==> config.mk <==
export PLATFORM = sky130hd
export DESIGN_NAME = hazard_scoreboard
export DESIGN_NICKNAME = d
export VERILOG_FILES = /design/src/rtl/hazard_scoreboard.sv
export SDC_FILE = /design/constraint.sdc
export NUM_CORES = 1
export LEC_CHECK = 0
export ABC_AREA = 1
export BUFFER_PORTS_ARGS = -buffer_cell sky130_fd_sc_hd__clkbuf_2
export CAP_MARGIN = 10
export CORE_MARGIN = 5
export CORE_UTILIZATION = 35
export DETAILED_ROUTE_END_ITERATION = 16
export SLEW_MARGIN = 20
export SYNTH_ARGS = -nofsm -noshare
export SYNTH_HDL_FRONTEND = slang
export SYNTH_SLANG_ARGS = --single-unit
==> constraint.sdc <==
create_clock -name clk -period 2.2 [get_ports clk]
set_input_delay 0.55 -clock clk [delete_from_list [all_inputs] [get_ports clk]]
set_output_delay 0.55 -clock clk [all_outputs]
set_load 0.02 [all_outputs]
==> src/rtl/hazard_scoreboard.sv <==
// Hazard scoreboard for the WISC pipeline: tracks in-flight register writes after ID,
// raises stall/bubble, picks operand forwarding sources and sequences IF/ID flushes.
module hazard_scoreboard #(
  parameter int REG_AW       = 4,
  parameter int DEPTH        = 3,
  parameter int FWD_EN       = 1,
  parameter int RF_BYPASS    = 1,
  parameter int FLUSH_CYCLES = 1,
  localparam int FSW         = $clog2(DEPTH + 1)
) (
  input  logic              clk,
  input  logic              rst,
  input  logic              hlt,
  input  logic [REG_AW-1:0] id_rs1,
  input  logic              id_rs1_used,
  input  logic [REG_AW-1:0] id_rs2,
  input  logic              id_rs2_used,
  input  logic              id_wr_en,
  input  logic [REG_AW-1:0] id_wr_dst,
  input  logic              id_is_load,
  input  logic              branch_taken,
  output logic              stall,
  output logic              bubble,
  output logic              flush_if_id,
  output logic [FSW-1:0]    fwd_sel_a,
  output logic [FSW-1:0]    fwd_sel_b,
  output logic [15:0]       stall_count
);

  localparam int NTRK = (RF_BYPASS != 0) ? DEPTH - 1 : DEPTH;

  logic [DEPTH-1:0]  r_vld;
  logic [REG_AW-1:0] r_dst [DEPTH];
  // Only the EX entry's load flag can produce a load-use stall, so older ones are not kept.
  logic              r_ld0;
  logic [1:0]        r_flush_cnt;
  logic [15:0]       r_stall_cnt;

  logic              w_hit_a, w_hit_b;
  logic [FSW-1:0]    w_idx_a, w_idx_b;
  logic              w_stall, w_flush;
  logic [FSW-1:0]    w_sel_a, w_sel_b;

  function automatic logic [15:0] sat_inc16(input logic [15:0] v);
    return (v == 16'hFFFF) ? v : v + 16'd1;
  endfunction

  // Youngest match wins: scan oldest to youngest so the lowest index is written last.
  always_comb begin
    w_hit_a = 1'b0;
    w_idx_a = '0;
    w_hit_b = 1'b0;
    w_idx_b = '0;
    for (int k = DEPTH - 1; k >= 0; k--) begin
      if (k < NTRK && r_vld[k]) begin
        if (id_rs1_used && id_rs1 != '0 && r_dst[k] == id_rs1) begin
          w_hit_a = 1'b1;
          w_idx_a = FSW'(k);
        end
        if (id_rs2_used && id_rs2 != '0 && r_dst[k] == id_rs2) begin
          w_hit_b = 1'b1;
          w_idx_b = FSW'(k);
        end
      end
    end
  end

  always_comb begin
    if (FWD_EN != 0)
      w_stall = r_ld0 && ((w_hit_a && w_idx_a == '0) || (w_hit_b && w_idx_b == '0));
    else
      w_stall = w_hit_a || w_hit_b;
    w_flush = (branch_taken && !w_stall) || (r_flush_cnt != 2'd0);
    w_sel_a = (FWD_EN != 0 && w_hit_a && !w_stall) ? w_idx_a + FSW'(1) : '0;
    w_sel_b = (FWD_EN != 0 && w_hit_b && !w_stall) ? w_idx_b + FSW'(1) : '0;
  end

  assign stall       = w_stall & ~rst;
  assign bubble      = w_stall & ~rst;
  assign flush_if_id = w_flush & ~rst;
  assign fwd_sel_a   = rst ? '0 : w_sel_a;
  assign fwd_sel_b   = rst ? '0 : w_sel_b;
  assign stall_count = rst ? 16'd0 : r_stall_cnt;

  // Control state: valid bits, flush sequencer, stall counter.
  always_ff @(posedge clk) begin
    if (rst) begin
      r_vld       <= '0;
      r_flush_cnt <= 2'd0;
      r_stall_cnt <= 16'd0;
    end else if (!hlt) begin
      r_vld <= {r_vld[DEPTH-2:0], id_wr_en & ~w_stall & ~w_flush};
      if (branch_taken && !w_stall && r_flush_cnt == 2'd0)
        r_flush_cnt <= 2'(FLUSH_CYCLES - 1);
      else if (r_flush_cnt != 2'd0)
        r_flush_cnt <= r_flush_cnt - 2'd1;
      if (w_stall)
        r_stall_cnt <= sat_inc16(r_stall_cnt);
    end
  end

  // Entry payload: meaningful only where the matching valid bit is set.
  always_ff @(posedge clk) begin
    if (!hlt) begin
      r_ld0    <= id_is_load;
      r_dst[0] <= id_wr_dst;
      for (int k = 1; k < DEPTH; k++)
        r_dst[k] <= r_dst[k-1];
    end
  end

endmodule
==> flow_summary.html, run 1 <==
<table>
<tr><th>Metric</th><th>Value</th></tr>
<tr><th colspan="2">Setup path</th></tr>
<tr><td>Worst Setup Start Kind</td><td>flop</td></tr>
<tr><td>Crit path largest cell delay</td><td>490 ps</td></tr>
<tr><td>R2r startpoint</td><td>r_dst[0][3]$_DFFE_PN_</td></tr>
<tr><td>Critical-path cell list</td><td>inv_1, nand2_1, o21ai_1, nor2_1, nand2_1, nand2_2, nand2_4, inv_2, nor3_2, buf_4</td></tr>
<tr><td>Capturing point of the worst reg2reg path</td><td>r_stall_cnt[0]$_SDFFE_PP0P_</td></tr>
<tr><td>Worst EP arrival</td><td>1660 ps</td></tr>
<tr><td>Worst setup path start</td><td>r_dst[0][3]$_DFFE_PN_</td></tr>
<tr><td>Reg2Reg Depth</td><td>10</td></tr>
<tr><td>Critical path peak fanout</td><td>5</td></tr>
<tr><td>Register-to-Register Setup Slack</td><td>380 ps</td></tr>
<tr><td>Critical Path Most Common Cell</td><td>nand2_1</td></tr>
<tr><td>CP max-delay cell</td><td>edfxtp_1</td></tr>
<tr><td>Start-to-end type of the worst setup path</td><td>reg -&gt; out</td></tr>
<tr><td>Worst Setup End Kind</td><td>output pin</td></tr>
<tr><td>Critical path endpoint</td><td>fwd_sel_a[1]</td></tr>
<tr><td>CP Data Required Time</td><td>1650 ps</td></tr>
<tr><th colspan="2">Floorplan</th></tr>
<tr><td>Core box area</td><td>0.00511 mm²</td></tr>
<tr><td>IO Pins</td><td>43</td></tr>
<tr><td>Row count</td><td>26</td></tr>
<tr><td>Die Y</td><td>82.3 µm</td></tr>
<tr><td>Die boundary width</td><td>82.3 µm</td></tr>
<tr><td>Full die area</td><td>0.00677 mm²</td></tr>
<tr><td>Initial standard-cell utilization of the core</td><td>0.358</td></tr>
<tr><th colspan="2">STA</th></tr>
<tr><td>Highest attainable clock frequency</td><td>452 MHz</td></tr>
<tr><td>Count of final max-slew check failures</td><td>0</td></tr>
<tr><td>Final worst setup slack</td><td>-11.2 ps</td></tr>
<tr><td>Final setup violation count</td><td>2</td></tr>
<tr><td>Slew at the pin closest to its max-slew limit</td><td>327 ps</td></tr>
<tr><td>Relative max-transition margin</td><td>0.780</td></tr>
<tr><td>Min Clock Period, post-route</td><td>2210 ps</td></tr>
<tr><td>Tcrit/Tclk final</td><td>1.01</td></tr>
<tr><td>Final setup skew</td><td>9.69 ps</td></tr>
<tr><td>RSZ-0062 raised after global routing</td><td>true</td></tr>
<tr><td>Setup TNS Final</td><td>-18.6 ps</td></tr>
<tr><td>Total count of hold-check failures in the final report</td><td>0</td></tr>
<tr><th colspan="2">Placed design</th></tr>
<tr><td>Placed wire-length estimate</td><td>3410 µm</td></tr>
<tr><td>Number of cells in the design after placement</td><td>389</td></tr>
<tr><td>Worst setup timing slack at the placement stage</td><td>-0.0534 ps</td></tr>
<tr><td>Final RePlAce weighted congestion</td><td>0.869</td></tr>
<tr><td>Port bufs</td><td>42</td></tr>
<tr><th colspan="2">Power and ir drop</th></tr>
<tr><td>Worst-case vdd ir drop</td><td>0.000350 V</td></tr>
<tr><td>Switching share of power</td><td>0.249</td></tr>
<tr><td>Relative contribution of combinational cells to total power</td><td>0.101</td></tr>
<tr><td>Power per Cell Area</td><td>500 mW/mm²</td></tr>
<tr><td>Clock network power share</td><td>0.395</td></tr>
<tr><td>Reported leakage power</td><td>0.00101 µW</td></tr>
<tr><td>Power dissipated by switching net loads</td><td>288 µW</td></tr>
<tr><td>Relative contribution of sequential cells to total power</td><td>0.504</td></tr>
<tr><td>Power Internal</td><td>868 µW</td></tr>
<tr><th colspan="2">Hold path</th></tr>
<tr><td>Hold Crit Class</td><td>in -&gt; reg</td></tr>
<tr><th colspan="2">Logic synthesis</th></tr>
<tr><td>Number of synthesized flops with an enable pin</td><td>9</td></tr>
<tr><td>Cell Area, Synth</td><td>0.00183 mm²</td></tr>
<tr><td>Post-synth top flop</td><td>dfxtp_1</td></tr>
<tr><td>YS warnings</td><td>0</td></tr>
<tr><td>Post-synthesis net count</td><td>298</td></tr>
<tr><td>Synthesized instance count</td><td>277</td></tr>
<tr><td>Yosys cell types</td><td>27</td></tr>
<tr><td>Mean Syn Cell Area</td><td>6.60 µm²</td></tr>
<tr><td>Asr flop ratio synth</td><td>0</td></tr>
<tr><td>Sequential fraction of the synthesis area</td><td>0.367</td></tr>
<tr><td>Register bit count reported by yosys</td><td>29</td></tr>
<tr><th colspan="2">Clocking</th></tr>
<tr><td>Clock net sink count</td><td>29</td></tr>
<tr><td>Insertion delay to the later sink of the worst-skew pair</td><td>280 ps</td></tr>
<tr><td>Clock Tree Root</td><td>clkbuf_8</td></tr>
<tr><td>Inserted Clock Buffers</td><td>5</td></tr>
<tr><td>Register clock-pin slew on the reported worst setup and hold paths</td><td>60 ps</td></tr>
<tr><td>Max Buffers Root-to-Sink</td><td>2</td></tr>
<tr><td>Clock tree from TritonCTS</td><td>built</td></tr>
<tr><td>H-tree lvl count</td><td>2</td></tr>
<tr><td>Post-cts hold buffer count</td><td>0</td></tr>
<tr><th colspan="2">Detailed routing</th></tr>
<tr><td># DRC</td><td>0</td></tr>
<tr><td>Number of DRC markers after the initial detailed-route iteration</td><td>91</td></tr>
<tr><td>DRT Pass-1 Iters</td><td>4</td></tr>
<tr><td>Vias/cell</td><td>4.64</td></tr>
<tr><td>Final ANT Viol Nets</td><td>0</td></tr>
<tr><td>Total via count after detailed routing</td><td>1851</td></tr>
<tr><td>Total wire length</td><td>4600 µm</td></tr>
<tr><td>Wire per inst</td><td>11.5 µm</td></tr>
<tr><th colspan="2">Global routing</th></tr>
<tr><td>Pin count of the biggest net entering global routing</td><td>32</td></tr>
<tr><td>Total track usage</td><td>0.145</td></tr>
<tr><td>Via count of the first global-routing pass</td><td>1740</td></tr>
<tr><td>Initial antenna violation count</td><td>0</td></tr>
<tr><td>Wire length of the first global-routing pass</td><td>7670 µm</td></tr>
<tr><td>Overall overflow remaining after global route</td><td>0</td></tr>
<tr><th colspan="2">Outcome</th></tr>
<tr><td>Violations in the final reports</td><td>negative setup slack</td></tr>
<tr><td>Result of the run</td><td>complete, but fails checks</td></tr>
<tr><th colspan="2">Final layout</th></tr>
<tr><td>Final Net Count</td><td>349</td></tr>
<tr><td>Antenna diodes</td><td>0</td></tr>
<tr><td>Non-filler cells in the finished layout</td><td>399</td></tr>
<tr><td>Share of final-layout standard cells stronger than drive strength 1</td><td>0.234</td></tr>
<tr><td>End-of-flow core utilization</td><td>0.452</td></tr>
<tr><td>Growth of design area from synthesis to finish</td><td>26.3%</td></tr>
<tr><th colspan="2">Job</th></tr>
<tr><td>Number of maximum-capacitance violations</td><td>0</td></tr>
</table>
-- placed cells by master, fill, tap and decap left out, types with 2 or more instances in the layout --
master	netlist	routed
buf_4	1	17
nand2_2	0	2
edfxtp_1	9	9
inv_1	38	36
o21ai_1	0	2
clkbuf_2	0	35
nand4_1	18	18
a21oi_2	1	4
a21oi_1	20	17
xnor2_1	3	3
clkbuf_8	0	6
o21ai_0	6	4
nor2_2	2	4
inv_2	1	3
xor2_1	10	10
clkbuf_1	3	2
nand3_1	10	10
nor2_1	48	45
dfxtp_1	20	20
nand2_1	73	70
-- layer usage --
layer / up-vias / wire length [µm] / global-route usage
met5: - / 0 / 0
met3: 2 / 178 / 0.0358
li1: 992 / - / -
met1: 824 / 2210 / 0.179
met2: 33 / 2190 / 0.248
met4: 0 / 27 / 0.0465
-- cell type report --
cell class | instances | area [µm²]
Fill cell | 537 | 2800
Multi-Input combinational cell | 200 | 1000
Sequential cell | 29 | 671
Timing Repair Buffer | 53 | 314
Inverter | 39 | 146
Clock buffer | 8 | 90.1
Tap cell | 70 | 87.6
-- power by group through the flow --
| stage | Combinational (µW) | Clock [µW] | Sequential [µW] |
|---|---|---|---|
| global route | 130 | 498 | 584 |
| CTS | 110 | 474 | 581 |
| finish | 116 | 457 | 583 |
| floorplan | 63.8 | 0 | 589 |
| detailed placement | 107 | 0 | 593 |
| global placement | 107 | 0 | 592 |
-- critical path: cells and delay by family, from the launching register on --
kind	cells	cell delay [ps]
and+or+nand+nor	6	520
DFF	1	490
buffers and inverters	3	300
AOI/OAI and AO/OA	1	70
-- stage by stage --
step / cell area (µm²) / power, µW / hold slack [ps]
floorplan: 1840 / 653 / 433
detailed placement: 2150 / 699 / 448
CTS: 2250 / 1160 / 437
global placement: 2150 / 700 / 448
global route: 2310 / 1210 / 428
finish: 2310 / 1160 / 447
-- kinds of logic after synthesis --
kind of cell	share of synthesized area
compound gates	0.0937
simple gates	0.363
flops	0.367
buf+inv	0.108
fa+ha+maj	0.00684
xor+xnor	0.0622
-- worst min path at each step --
stage	startpoint	endpoint	slack, ps	depth (start not counted)
3_5_place_dp	r_flush_cnt[1]$_SDFFE_PP0P_	r_flush_cnt[1]$_SDFFE_PP0P_	450	2
3_3_place_gp	r_vld[0]$_SDFFE_PP0N_	r_vld[0]$_SDFFE_PP0N_	450	2
4_1_cts	id_is_load	r_ld0$_DFFE_PN_	440	1
5_1_grt	id_is_load	r_ld0$_DFFE_PN_	430	1
6_report	id_is_load	r_ld0$_DFFE_PN_	450	1
2_1_floorplan	r_flush_cnt[1]$_SDFFE_PP0P_	r_flush_cnt[1]$_SDFFE_PP0P_	430	2
-- synth_stat cells (all sizes together) (2+ instances only) --
cell type | count | area, µm²
a21oi | 21 | 109
buf | 6 | 40.0
clkbuf | 3 | 11.3
dfxtp | 20 | 400
edfxtp | 9 | 270
inv | 39 | 146
nand2 | 73 | 274
nand3 | 11 | 67.6
nand4 | 18 | 113
nor2 | 50 | 193
nor3 | 2 | 10.0
o21ai | 6 | 30.0
xnor2 | 3 | 26.3
xor2 | 10 | 87.6
-- flip-flops by register name, indices dropped and copies added (netlist names) --
register	count
r_dst	8
r_flush_cnt	2
r_ld0	1
r_stall_cnt	16
r_vld	2
-- repair_timing --
item	CTS	global route
resized for setup	4	25
pin swaps	2	7
endpoints found under the setup margin	5	7
buffers inserted	1	1
Power figures use the tool's default switching activity.
==> inputs of run 2 (changes only) <==
--- a/config.mk
+++ b/config.mk
@@ -8,9 +8,12 @@
 export ABC_AREA = 1
 export BUFFER_PORTS_ARGS = -buffer_cell sky130_fd_sc_hd__clkbuf_2
 export CAP_MARGIN = 10
+export CELL_PAD_IN_SITES_DETAIL_PLACEMENT = 1
+export CELL_PAD_IN_SITES_GLOBAL_PLACEMENT = 1
 export CORE_MARGIN = 5
 export CORE_UTILIZATION = 35
 export DETAILED_ROUTE_END_ITERATION = 16
+export PLACE_DENSITY_LB_ADDON = 0.1
 export SLEW_MARGIN = 20
 export SYNTH_ARGS = -nofsm -noshare
 export SYNTH_HDL_FRONTEND = slang
==> flow_summary.html, run 2 (synthesis gave the netlist of run 1 again) <==
<table>
<tr><th>Metric</th><th>Value</th></tr>
<tr><th colspan="2">Outcome</th></tr>
<tr><td>Result of the run</td><td>complete, but fails checks</td></tr>
<tr><td>Violations in the final reports</td><td>negative setup slack</td></tr>
<tr><th colspan="2">Clocking</th></tr>
<tr><td>Post-cts hold buffer count</td><td>0</td></tr>
<tr><td>Insertion delay to the later sink of the worst-skew pair</td><td>280 ps</td></tr>
<tr><td>Clock Tree Root</td><td>clkbuf_8</td></tr>
<tr><td>Clock net sink count</td><td>29</td></tr>
<tr><td>H-tree lvl count</td><td>2</td></tr>
<tr><td>Max Buffers Root-to-Sink</td><td>2</td></tr>
<tr><td>Inserted Clock Buffers</td><td>5</td></tr>
<tr><td>Register clock-pin slew on the reported worst setup and hold paths</td><td>60 ps</td></tr>
<tr><td>Clock tree from TritonCTS</td><td>built</td></tr>
<tr><th colspan="2">Detailed routing</th></tr>
<tr><td>DRT Pass-1 Iters</td><td>4</td></tr>
<tr><td>Total via count after detailed routing</td><td>1959</td></tr>
<tr><td>Wire per inst</td><td>13.3 µm</td></tr>
<tr><td>Number of DRC markers after the initial detailed-route iteration</td><td>63</td></tr>
<tr><td>Total wire length</td><td>5390 µm</td></tr>
<tr><td>Vias/cell</td><td>4.84</td></tr>
<tr><td># DRC</td><td>0</td></tr>
<tr><td>Final ANT Viol Nets</td><td>0</td></tr>
<tr><th colspan="2">Floorplan</th></tr>
<tr><td>Die Y</td><td>82.3 µm</td></tr>
<tr><td>Die boundary width</td><td>82.3 µm</td></tr>
<tr><td>Core box area</td><td>0.00511 mm²</td></tr>
<tr><td>Full die area</td><td>0.00677 mm²</td></tr>
<tr><td>IO Pins</td><td>43</td></tr>
<tr><td>Row count</td><td>26</td></tr>
<tr><td>Initial standard-cell utilization of the core</td><td>0.358</td></tr>
<tr><th colspan="2">STA</th></tr>
<tr><td>RSZ-0062 raised after global routing</td><td>true</td></tr>
<tr><td>Highest attainable clock frequency</td><td>454 MHz</td></tr>
<tr><td>Tcrit/Tclk final</td><td>1.00</td></tr>
<tr><td>Final setup skew</td><td>1.17 ps</td></tr>
<tr><td>Count of final max-slew check failures</td><td>0</td></tr>
<tr><td>Total count of hold-check failures in the final report</td><td>0</td></tr>
<tr><td>Final worst setup slack</td><td>-2.72 ps</td></tr>
<tr><td>Worst Hold Margin</td><td>446 ps</td></tr>
<tr><td>Relative max-transition margin</td><td>0.786</td></tr>
<tr><td>Slew at the pin closest to its max-slew limit</td><td>319 ps</td></tr>
<tr><td>Final setup violation count</td><td>1</td></tr>
<tr><td>Min Clock Period, post-route</td><td>2200 ps</td></tr>
<tr><th colspan="2">Final layout</th></tr>
<tr><td>FILL cells</td><td>710</td></tr>
<tr><td>Antenna diodes</td><td>0</td></tr>
<tr><td>Top library cells by usage in the layout, fill and taps aside</td><td>71 x nand2_1, 46 x nor2_1, 35 x inv_1, 35 x clkbuf_2, 20 x dfxtp_1</td></tr>
<tr><td>End-of-flow core utilization</td><td>0.460</td></tr>
<tr><td>Flip-flop count of the largest register after layout</td><td>16</td></tr>
<tr><td>Non-filler cells in the finished layout</td><td>405</td></tr>
<tr><td>Share of final-layout standard cells stronger than drive strength 1</td><td>0.245</td></tr>
<tr><td>Final Net Count</td><td>355</td></tr>
<tr><td>Growth of design area from synthesis to finish</td><td>28.3%</td></tr>
<tr><td>Most common cell after layout, fill and taps aside</td><td>nand2_1</td></tr>
<tr><td>Register ranked first by flip-flop count</td><td>r_stall_cnt</td></tr>
<tr><td>Biggest regs</td><td>r_stall_cnt (16), r_dst (8)</td></tr>
<tr><td>Register cell area after layout</td><td>671 µm²</td></tr>
<tr><td>Footprint of the multi-input gates</td><td>988 µm²</td></tr>
<tr><th colspan="2">Hold path</th></tr>
<tr><td>Instance count along the most critical hold path</td><td>1</td></tr>
<tr><td>Hold Crit Class</td><td>in -&gt; reg</td></tr>
<tr><td>Hold_sp</td><td>id_wr_dst[0]</td></tr>
<tr><td>Endpoint, Worst Hold</td><td>r_dst[0][0]$_DFFE_PN_</td></tr>
<tr><th colspan="2">Setup path</th></tr>
<tr><td>Register-to-Register Setup Slack</td><td>190 ps</td></tr>
<tr><td>Worst Setup End Kind</td><td>output pin</td></tr>
<tr><td>R2r startpoint</td><td>r_dst[0][1]$_DFFE_PN_</td></tr>
<tr><td>Worst Setup Start Kind</td><td>flop</td></tr>
<tr><td>CP Data Required Time</td><td>1650 ps</td></tr>
<tr><td>Capturing point of the worst reg2reg path</td><td>r_stall_cnt[9]$_SDFFE_PP0P_</td></tr>
<tr><td>Critical path peak fanout</td><td>4</td></tr>
<tr><td>Worst EP arrival</td><td>1650 ps</td></tr>
<tr><td>Reg2Reg Depth</td><td>14</td></tr>
<tr><td>Start-to-end type of the worst setup path</td><td>reg -&gt; out</td></tr>
<tr><th colspan="2">Global routing</th></tr>
<tr><td>Wire length of the first global-routing pass</td><td>8960 µm</td></tr>
<tr><td>Via count of the first global-routing pass</td><td>1970</td></tr>
<tr><td>Initial antenna violation count</td><td>0</td></tr>
<tr><td>Overall overflow remaining after global route</td><td>0</td></tr>
<tr><td>Total track usage</td><td>0.171</td></tr>
<tr><td>Pin count of the biggest net entering global routing</td><td>32</td></tr>
<tr><th colspan="2">Placed design</th></tr>
<tr><td>Number of cells in the design after placement</td><td>391</td></tr>
<tr><td>Placed wire-length estimate</td><td>4100 µm</td></tr>
<tr><td>Final RePlAce weighted congestion</td><td>0.763</td></tr>
<tr><td>Port bufs</td><td>42</td></tr>
<tr><th colspan="2">Job</th></tr>
<tr><td>Number of maximum-capacitance violations</td><td>0</td></tr>
<tr><th colspan="2">Power and ir drop</th></tr>
<tr><td>Power per Cell Area</td><td>483 mW/mm²</td></tr>
<tr><td>Worst-case vdd ir drop</td><td>0.000256 V</td></tr>
<tr><td>Reported leakage power</td><td>0.00103 µW</td></tr>
<tr><td>Power after layout</td><td>1130 µW</td></tr>
</table>
-- run 2: changes by cell type in the layout (fill, tap and decap cells not counted), sizes merged --
cell | previous run | this run
buf | 18 | 23
clkinv | 0 | 2
clkbuf | 43 | 42
clkinvlp | 0 | 1
inv | 39 | 38
-- run 2: worst max-delay path by stage --
stage	slack (ps)	cells past startpoint	startpoint	end
floorplan	80	9	id_rs1[3]	stall
global placement	20	11	id_rs1[1]	fwd_sel_a[1]
detailed placement	-50	11	id_rs1[0]	fwd_sel_a[1]
CTS	-30	10	r_dst[0][0]$_DFFE_PN_	flush_if_id
global route	-140	10	r_dst[0][3]$_DFFE_PN_	flush_if_id
finish	-3	9	r_dst[0][1]$_DFFE_PN_	bubble
-- run 2: timing repair --
item                                   4_1_cts  5_1_grt
endpoints found under the hold margin        0        0
gates resized for setup                      8       19
buffers inserted                             5        1
setup endpoints to repair                    5        7
pin swaps                                    6        7
-- run 2: report_power, final --
group,total (µW),switching [µW],internal (µW)
clock,427,208,219
combinational,124,73.0,51.5
sequential,583,14.4,568
total,1130,296,838
-- run 2: layout make-up --
cell class,instances,share of cell area
Clock buffer,6,0.0309
Clock inverter,2,0.00426
Inverter,39,0.0640
Multi-Input combinational cell,200,0.421
Sequential cell,29,0.286
Tap cell,70,0.0373
Timing Repair Buffer,59,0.157
-- run 2: routing by layer --
| metal | track usage | share of wire | vias up |
|---|---|---|---|
| li1 | - | - | 1001 |
| met1 | 0.216 | 0.46 | 904 |
| met2 | 0.294 | 0.49 | 47 |
| met3 | 0.0260 | 0.042 | 7 |
| met4 | 0.0565 | 0.012 | 0 |
| met5 | 0 | 0 | - |
-- run 2: worst max-delay path, stage by stage, from the launching register on --
cell and delay (ps):
edfxtp_1 440, buf_6 150, nand2_1 60, o21ai_1 60, nor2_1 100, nand2_1 100
nand2_2 120, nand2_4 70, nor2_2 100, clkbuf_4 180
-- run 2: per-stage QoR --
step / setup slack [ps] / TNS, ps / area [µm²]
final: -2.72 / -2.72 / 2350
after global routing: -142 / -612 / 2350
after global placement: 24.1 / 0 / 2170
after CTS: -29.0 / -99.4 / 2310
after floorplan: 76.1 / 0 / 1840
after detailed placement: -45.6 / -45.6 / 2170
